`src/rtl/tick_period_meter.sv`:
```
`default_nettype none
// tick_period_meter: measures clkin cycles between tick_in rising edges, checks
// them against EXPECT +/- TOL, tracks lock and flags a missing tick. Rev 1.0
module tick_period_meter #(
  parameter int WIDTH      = 16,
  parameter int EXPECT     = 50000,
  parameter int TOL        = 2,
  parameter int TIMEOUT    = 65535,
  parameter int LOCK_COUNT = 4
) (
  input  logic             clkin,
  input  logic             rst,
  input  logic             tick_in,
  output logic [WIDTH-1:0] period,
  output logic             period_valid,
  output logic             in_range,
  output logic             locked,
  output logic             timeout
);

  localparam int LCW = $clog2(LOCK_COUNT + 1);
  localparam int LO  = (EXPECT > TOL) ? (EXPECT - TOL) : 0;
  localparam int HI  = EXPECT + TOL;

  typedef enum logic [0:0] {IDLE = 1'b0, MEASURE = 1'b1} state_t;

  state_t           state;
  logic [WIDTH-1:0] count;
  logic [LCW-1:0]   lock_cnt;
  logic             tick_d;

  logic             rise;
  logic             count_ok;
  logic [LCW-1:0]   lock_next;

  assign rise = tick_in & ~tick_d;

  // Window check is done one bit wider than the counter so the bounds never wrap.
  assign count_ok = ({1'b0, count} >= (WIDTH+1)'(LO)) &&
                    ({1'b0, count} <= (WIDTH+1)'(HI));

  always_comb begin
    lock_next = '0;
    if (count_ok) begin
      if (lock_cnt == LCW'(LOCK_COUNT))
        lock_next = lock_cnt;
      else
        lock_next = lock_cnt + 1'b1;
    end
  end

  always_ff @(posedge clkin or posedge rst) begin
    if (rst) begin
      state        <= IDLE;
      count        <= '0;
      period       <= '0;
      period_valid <= 1'b0;
      in_range     <= 1'b0;
      locked       <= 1'b0;
      timeout      <= 1'b0;
      lock_cnt     <= '0;
      tick_d       <= 1'b1;
    end else begin
      tick_d       <= tick_in;
      period_valid <= 1'b0;
      case (state)
        IDLE: begin
          if (rise) begin
            count <= WIDTH'(1);
            state <= MEASURE;
          end
        end
        MEASURE: begin
          if (rise) begin
            period       <= count;
            period_valid <= 1'b1;
            in_range     <= count_ok;
            lock_cnt     <= lock_next;
            locked       <= (lock_next == LCW'(LOCK_COUNT));
            timeout      <= 1'b0;
            count        <= WIDTH'(1);
          end else if (count == WIDTH'(TIMEOUT)) begin
            // Missing tick: drop lock and wait for a fresh first edge.
            timeout  <= 1'b1;
            locked   <= 1'b0;
            lock_cnt <= '0;
            count    <= '0;
            state    <= IDLE;
          end else begin
            count <= count + 1'b1;
          end
        end
        default: state <= IDLE;
      endcase
    end
  end

endmodule
`default_nettype wire
```
`config.mk`:
```
export PLATFORM = sky130hd
export DESIGN_NAME = tick_period_meter
export DESIGN_NICKNAME = d
export VERILOG_FILES = /design/src/rtl/tick_period_meter.sv
export SDC_FILE = /design/constraint.sdc
export NUM_CORES = 1
export LEC_CHECK = 0
export ABC_AREA = 1
export BUFFER_PORTS_ARGS = -buffer_cell sky130_fd_sc_hd__buf_2
export CAP_MARGIN = 5
export CORE_MARGIN = 4
export CORE_UTILIZATION = 35
export DETAILED_ROUTE_END_ITERATION = 7
export PLACE_DENSITY = 0.49
export SLEW_MARGIN = 10
export SYNTH_ARGS = -nofsm -noshare
export SYNTH_HDL_FRONTEND = slang
export SYNTH_SLANG_ARGS = --single-unit
export TNS_END_PERCENT = 30
```
`constraint.sdc`:
```
create_clock -name clkin -period 1.9 [get_ports clkin]
set_clock_uncertainty 0.2 [all_clocks]
set_input_delay 0.19 -clock clkin [delete_from_list [all_inputs] [get_ports clkin]]
set_output_delay 0.19 -clock clkin [all_outputs]
set_load 0.1 [all_outputs]
```
### Yosys cells after proc, flatten, opt, wreduce, memory -nomap -nowiden

Index checks and enable logic that the tools add are counted.

* output and inout bits: 20
* input port bits: 3
* bits in registers: 41

* eq/ne operators: 4
* bitwise gates (word level): 3
* add/subtract/negate cells: 2
* $lt $le $gt $ge: 2
* reduce and logical (&&, ||, !) cells: 4
* mux-type cells: 17

Operators with widths (count)
* $mux W16: 3
* $pmux W16 S2: 1
* $add A16 B1 Y16 const B: 1
* $eq A16 B16 Y1 const B: 1
* $ge A16 B16 Y1 const B: 1
* $le A16 B16 Y1 const B: 1
* $mux W3: 4
* $mux W1: 8
* $eq A3 B3 Y1 const B: 2
* $reduce_and A2 Y1: 2
* $add A3 B1 Y3 const B: 1
* $ne A2 B2 Y1 const B: 1
* $not A1 Y1: 2
* $pmux W1 S2: 1
* $reduce_bool A2 Y1: 1
* $and A1 B1 Y1: 1
* $logic_and A1 B1 Y1: 1

### Logic depth before layout (Yosys ltp)

Gate-level depths: netlist (run 1).

* word-level depth: 5
* depth in mapped cells: 12
* mapped depth without buffers: 12

### Worst setup path after synthesis (run 1)

Ideal clock, no wire load.

* kind: reg2reg
* from: reg count[1]
* to: reg count[2]
* path slack: 0.200 ns
* period minus slack after synthesis: 1.700 ns
* buffers on the path: 1
* cell stages (with the launch flop): 10
* arrival time: 1.378 ns
* setup time: 0.122 ns
* path through: dfrtp_1 > ha_1 > nand2_2 > nor2_4 > nand2_4 > nor2_8 > nand3_4 > nand3_4 > buf_12 > o21ai_2

* cells in the longest elaborated chain, start to end: 4
* elaborated cells on any way between the ends: 5
* those cells by class: add/sub: 1; eq/ne: 1; mux: 3

Ends and longest elaborated chain
* start: declaration: line 28 `logic [WIDTH-1:0] count;`
* start signal: assignment: line 90 `count <= count + 1'b1;`
* $add A16 B1 Y16 or $eq A16 B16 Y1 (tied branches): line 90, 82
* $mux W16 *: line 82 `end else if (count == WIDTH'(TIMEOUT)) begin`
* $mux W16 *: line 74 `if (rise) begin`
* $pmux W16 S2 *: line 66 `case (state)`

Mark *: on every way between the ends. The rest lies on a longest branch, timed or not.
A chain may end at the register's enable or synchronous reset.

### Worst setup path in the final report (run 1)

* from: reg count[0]
* to: reg count[2]

Same word-level chain as after synthesis.

==> out/qor.yml, run 1 <==
status:
  outcome: "completed"
synth:
  yosysMostFrequentCell: "nand2_1"
  synth_warnings: 0
  synthXorXnorAreaFrac: 0.04982
  synthMuxAreaShare: 0
  synth_top_family_by_area: "simple AND/OR/NAND/NOR gates"
  synth-edff-count: 0
  synthAdderAreaFrac: 0.02372
  ys_seq_area_frac: 0.4870
  yosys.area.top_type: "dfrtp_1"
  synth_top_area_frac: 0.4745
  synth_commonest_cells: "nand2_1, dfrtp_1, o21ai_0, inv_1, nor2_1"
  synth_fp_nets: 250
  yosys.area_share.simple: 0.2675
  ys_seq_elements: 41
  syn_inst: 243
  synthTopCellsByArea: "dfrtp_1, nand2_1, o21ai_0, xor2_1, o21ai_2"
  avgSynthCellArea_um2: 8.681
  synth_async_sr_flop_share: 1.000
  ys_types: 28
  synth_compound_area_frac: 0.1068
  syn-cell-area_um2: 2110
  synthFlopType: "dfrtp_1"
cts:
  cts_tree: "yes"
  insertion_delay_ns: 0.30
  cts-root-buf: "clkbuf_8"
  cts_buffers: 5
  cts_buffer_depth: 2
  htreeDepth: 2
  clk_pin_slew_ns: 0.08
  cts_sinks: 41
layout:
  multi_input_area_um2: 953.4
  drive_gt1_frac: 0.2500
  num_antenna_cells: 0
  register_area_um2: 1027
  fin_cells: 359
  nets: 290
  nFillCells: 602
  area_growth_pct: 20.46
global_route:
  overflow: 0
  grt_max_degree: 42
  antenna_found_initial: 0
  first_global_vias: 1522
  grt_pass1_wl_mm: 7.679
  grt_usage: 0.1345
placement:
  pre_cts_slack_ns: 0.04645
  place_hpwl_mm: 3.312
  globalplace.congestion: 0.7916
  port_buffers: 22
  dp.cells: 346
setup_path:
  r2r-end: "count[2]$_DFFE_PP0P_"
  crit_end: "count[2]$_DFFE_PP0P_"
  r2r_cells: 9
  crit_path_end_kind: "flip-flop"
  r2r_start: "count[0]$_DFFE_PP0P_"
  crit_path_start_kind: "flip-flop"
  crit_path_start: "count[0]$_DFFE_PP0P_"
  crit_type: "flip-flop to flip-flop"
  r2r_setup_slack_ns: 0.09
  crit_fanout: 8
  critPathRequiredTime_ns: 1.88
  arrival_ns: 1.79
floorplan:
  initial_core_util: 0.3584
  core_area_um2: 5886
  die-width_um: 85.64
  fp.dieH_um: 85.64
  rows: 28
  die-area_um2: 7333
  num_io_pins: 23
sta:
  tightest_slew_ns: 0.5355
  setup_ws_ns: 0.09008
  relSlewSlack: 0.6430
  finalHoldViolCount: 0
  rsz0062_at_grt: "yes"
  fin_crit_sh: 0.9526
  period_needed_ns: 1.810
  max_freq_mhz: 552.5
  slew_violations: 0
  setup_viol: 0
worst_hold_path:
  hold_path_class: "flip-flop to flip-flop"
routing:
  drcViolationCount: 0
  routedWlPerCell_um: 12.52
  wl_mm: 4.494
  drt_iter0_drc: 94
  vias_per_cell: 4.462
  ant_nets: 0
  vias: 1602
  dr.pass1.iters: 4
power_and_ir_drop:
  peakVddDrop_mv: 0.6885
  cellLeakagePower_nw: 1.241
  powerDensity_nw_per_um2: 923.7
  power_mw: 2.347
flow_run:
  drv_cap: 0
## how the worst min path moves through the flow
stage | depth (start not counted) | slack, ns | endpoint | start
after floorplan | 0 | -0.006 | tick_d$_DFF_PP1_ | tick_in
after global placement | 1 | 0.11 | tick_d$_DFF_PP1_ | tick_in
after detailed placement | 1 | 0.11 | tick_d$_DFF_PP1_ | tick_in
after CTS | 2 | 0.28 | period[8]$_DFFE_PP0P_ | period[8]$_DFFE_PP0P_
after global routing | 2 | 0.31 | period[15]$_DFFE_PP0P_ | period[15]$_DFFE_PP0P_
final | 2 | 0.27 | period[9]$_DFFE_PP0P_ | period[9]$_DFFE_PP0P_
## what timing repair did
item,CTS,global route
resized for setup,0,4
endpoints found under the setup margin,0,11
endpoints found under the hold margin,41,0
hold buffers,2,0
setup buffers,0,3
## layout by cell type, fill, tap and decap left out, types with 3 or more instances in the layout
master / n
clkbuf_8: 6
nand2_1: 81
buf_4: 12
nor2_4: 3
ha_1: 3
nand3_1: 8
inv_1: 22
nor2_1: 14
buf_2: 22
dfrtp_1: 40
nand4_1: 3
o21ai_2: 11
nand2_2: 3
o21ai_0: 23
xor2_1: 11
## routing by layer
| metal | track usage | up-vias | part of all wire |
|---|---|---|---|
| met4 | 0.04892 | 0 | 0.015 |
| met3 | 0.02978 | 6 | 0.040 |
| met2 | 0.1871 | 23 | 0.42 |
| met1 | 0.2030 | 727 | 0.52 |
| li1 | - | 846 | - |
| met5 | 0 | - | 0 |
## power by group
group	internal, mW	leakage (nW)	switching, mW	total, mW
logic	0.152	0.634	0.454	0.605
registers	0.943	0.550	0.0652	1.01
clock network	0.427	0.0574	0.307	0.734
total	1.52	1.24	0.825	2.35
## area by class of cell
class / instances / share of cell area
clock buffers: 6 / 0.03250
multi-input cells: 174 / 0.3752
repair buffers: 38 / 0.1024
inverters: 23 / 0.03397
flip-flops and latches: 41 / 0.4042
well taps: 75 / 0.03693
clock inverters: 2 / 0.01477
## stage by stage
step                utilization  cell area [µm²]  setup TNS [ns]  hold WS [ns]
floorplan                     -             2110               0     -0.005522
global placement         0.4005             2357               0        0.1094
detailed placement       0.4005             2357               0        0.1108
CTS                      0.4243             2497               0        0.2804
global route             0.4318             2541         -0.1283        0.3064
finish                   0.4318             2541               0        0.2718
## sequential cells by signal, indices dropped and copies added, names as in the netlist
name,cells
state,1
tick_d,1
in_range,1
timeout,1
lock_cnt,3
locked,1
count,16
period,16
period_valid,1
## worst max-delay path, cell delays in order (launching register included)
cell and delay [ns]:
dfrtp_1 0.42, ha_2 0.22, nand2_2 0.08, nor2_4 0.14
nand2_4 0.10, nor2_8 0.12, nand3_4 0.08, nand3_4 0.13
buf_12 0.15, o21ai_2 0.05
## logic make-up (layout without fill, tap and decap cells)
| kind of cell | count (synthesis) | in the layout |
|---|---|---|
| compound gates | 37 | 37 |
| xor+xnor | 12 | 12 |
| fa+ha+maj | 4 | 4 |
| buf+inv | 28 | 69 |
| flops | 41 | 41 |
| simple gates | 121 | 121 |
No activity file was read; power rests on OpenSTA's default activity.
==> inputs of run 2 (changes only) <==
clock period = 2 ns   (was 1.9 ns; I/O delays follow)
==> out/qor.yml, run 2 (synthesized netlist as in run 1, its figures left out) <==
status:
  outcome: "completed"
global_route:
  overflow: 0
  first_global_vias: 1514
  grt_max_degree: 42
  antenna_found_initial: 0
  grt_usage: 0.1393
  grt_pass1_wl_mm: 7.955
setup_path:
  crit_path_start: "count[0]$_DFFE_PP0P_"
  crit_family: "simple AND/OR/NAND/NOR gates"
  r2r_start: "count[0]$_DFFE_PP0P_"
  max_stage_delay_ns: 0.42
  crit_buf_inv: 0
  worst_path_max_delay_cell: "dfrtp_1"
  crit_type: "flip-flop to flip-flop"
  crit_path_end_kind: "flip-flop"
  crit_fanout: 6
  crit_path_start_kind: "flip-flop"
  critPathRequiredTime_ns: 1.98
  crit_chain: "ha_1 > nand2_2 > nor2_4 > nand2_4 > o21ai_0 > nand2_1 > nand2_1 > o21ai_0"
  arrival_ns: 1.80
layout:
  nFillCells: 612
  largest_registers: "count x16, period x16, lock_cnt x3"
  final_common_cell: "nand2_1"
  nets: 287
  final_cell_mix: "nand2_1, dfrtp_1, o21ai_0, buf_2, inv_1"
  num_antenna_cells: 0
  area_growth_pct: 18.56
  register_area_um2: 1028
  multi_input_area_um2: 947.2
  drive_gt1_frac: 0.2420
floorplan:
  die-width_um: 85.64
  initial_core_util: 0.3584
  core_area_um2: 5886
  fp.dieH_um: 85.64
  die-area_um2: 7333
  num_io_pins: 23
  rows: 28
sta:
  max_freq_mhz: 549.9
  fin_setup_tns_ns: 0
  slew_violations: 0
  finalHoldViolCount: 0
  relSlewSlack: 0.6530
  setup_viol: 0
  rsz0062_at_grt: "no"
  tightest_slew_ns: 0.5205
  holdWs_ns: 0.2796
  period_needed_ns: 1.819
  fin_crit_sh: 0.9093
cts:
  insertion_delay_ns: 0.30
  cts-root-buf: "clkbuf_8"
  clk_pin_slew_ns: 0.08
  cts_tree: "yes"
  cts_sinks: 41
  cts_buffers: 5
  htreeDepth: 2
  cts_buffer_depth: 2
placement:
  port_buffers: 22
  globalplace.congestion: 0.7653
  place_hpwl_mm: 3.297
flow_run:
  drv_cap: 0
power_and_ir_drop:
  powerDensity_nw_per_um2: 889.0
  cellLeakagePower_nw: 1.218
  peakVddDrop_mv: 0.5372
routing:
  routedWlPerCell_um: 12.76
  vias: 1605
  drt_iter0_drc: 92
  wl_mm: 4.543
  drcViolationCount: 0
  ant_nets: 0
  vias_per_cell: 4.508
  dr.pass1.iters: 4
worst_hold_path:
  hold_path_class: "flip-flop to flip-flop"
  worstHoldStart: "in_range$_DFFE_PP0P_"
## run 2: worst paths after layout
| check | to | slack, ns | depth (start not counted) |
|---|---|---|---|
| setup / recovery | lock_cnt[2]$_DFFE_PP0P_ | 0.18 | 8 |
| hold / removal | in_range$_DFFE_PP0P_ | 0.28 | 2 |
| setup reg to reg | lock_cnt[2]$_DFFE_PP0P_ | 0.18 | 8 |
| hold reg to reg | in_range$_DFFE_PP0P_ | 0.28 | 2 |
| max in group asynchronous | tick_d$_DFF_PP1_ | 0.85 | 4 |
| min in group asynchronous | period[0]$_DFFE_PP0P_ | 0.37 | 4 |
## run 2: area by class of cell
cell class	instances	area share
Sequential cell	41	0.4112
Clock inverter	2	0.01501
Tap cell	75	0.03752
Clock buffer	6	0.03302
Multi-Input combinational cell	174	0.3787
Inverter	23	0.03452
Timing Repair Buffer	35	0.09004
## run 2: timing repair
| item | in CTS | in global routing |
|---|---|---|
| hold endpoints to repair | 41 | 0 |
| hold buffers | 2 | 0 |
| setup buffers | 0 | 5 |
| endpoints found under the setup margin | 0 | 24 |
| resized for setup | 0 | 3 |
## run 2: stage by stage
stage          power [mW]  area [µm²]  setup WS (ns)  utilization  std cells
2_1_floorplan       1.421        2110         0.3001            -        243
5_1_grt             2.337        2501       0.006077       0.4250        356
3_5_place_dp        1.523        2307         0.1194       0.3920        341
6_report            2.224        2501         0.1815       0.4250        356
4_1_cts             2.236        2447         0.1008       0.4158        351
3_3_place_gp        1.521        2307         0.1570       0.3920        341
## run 2: tightest hold or removal path, cell delays in order (launching register included)
cell	delay [ns]
dfrtp_1	0.35
nand2_1	0.05
nand2_1	0.05
## run 2: routing by layer
layer / vias up / track usage / share of wire
li1: 840 / - / -
met3: 7 / 0.03554 / 0.043
met1: 729 / 0.2088 / 0.53
met2: 29 / 0.1914 / 0.41
met4: 0 / 0.05180 / 0.016
met5: - / 0 / 0
## run 2: where the power goes
group	internal, mW	switching (mW)	leakage, nW	total [mW]
combinational	0.127	0.420	0.612	0.547
sequential	0.897	0.0726	0.549	0.970
clock	0.406	0.301	0.0574	0.707
total	1.43	0.793	1.22	2.22
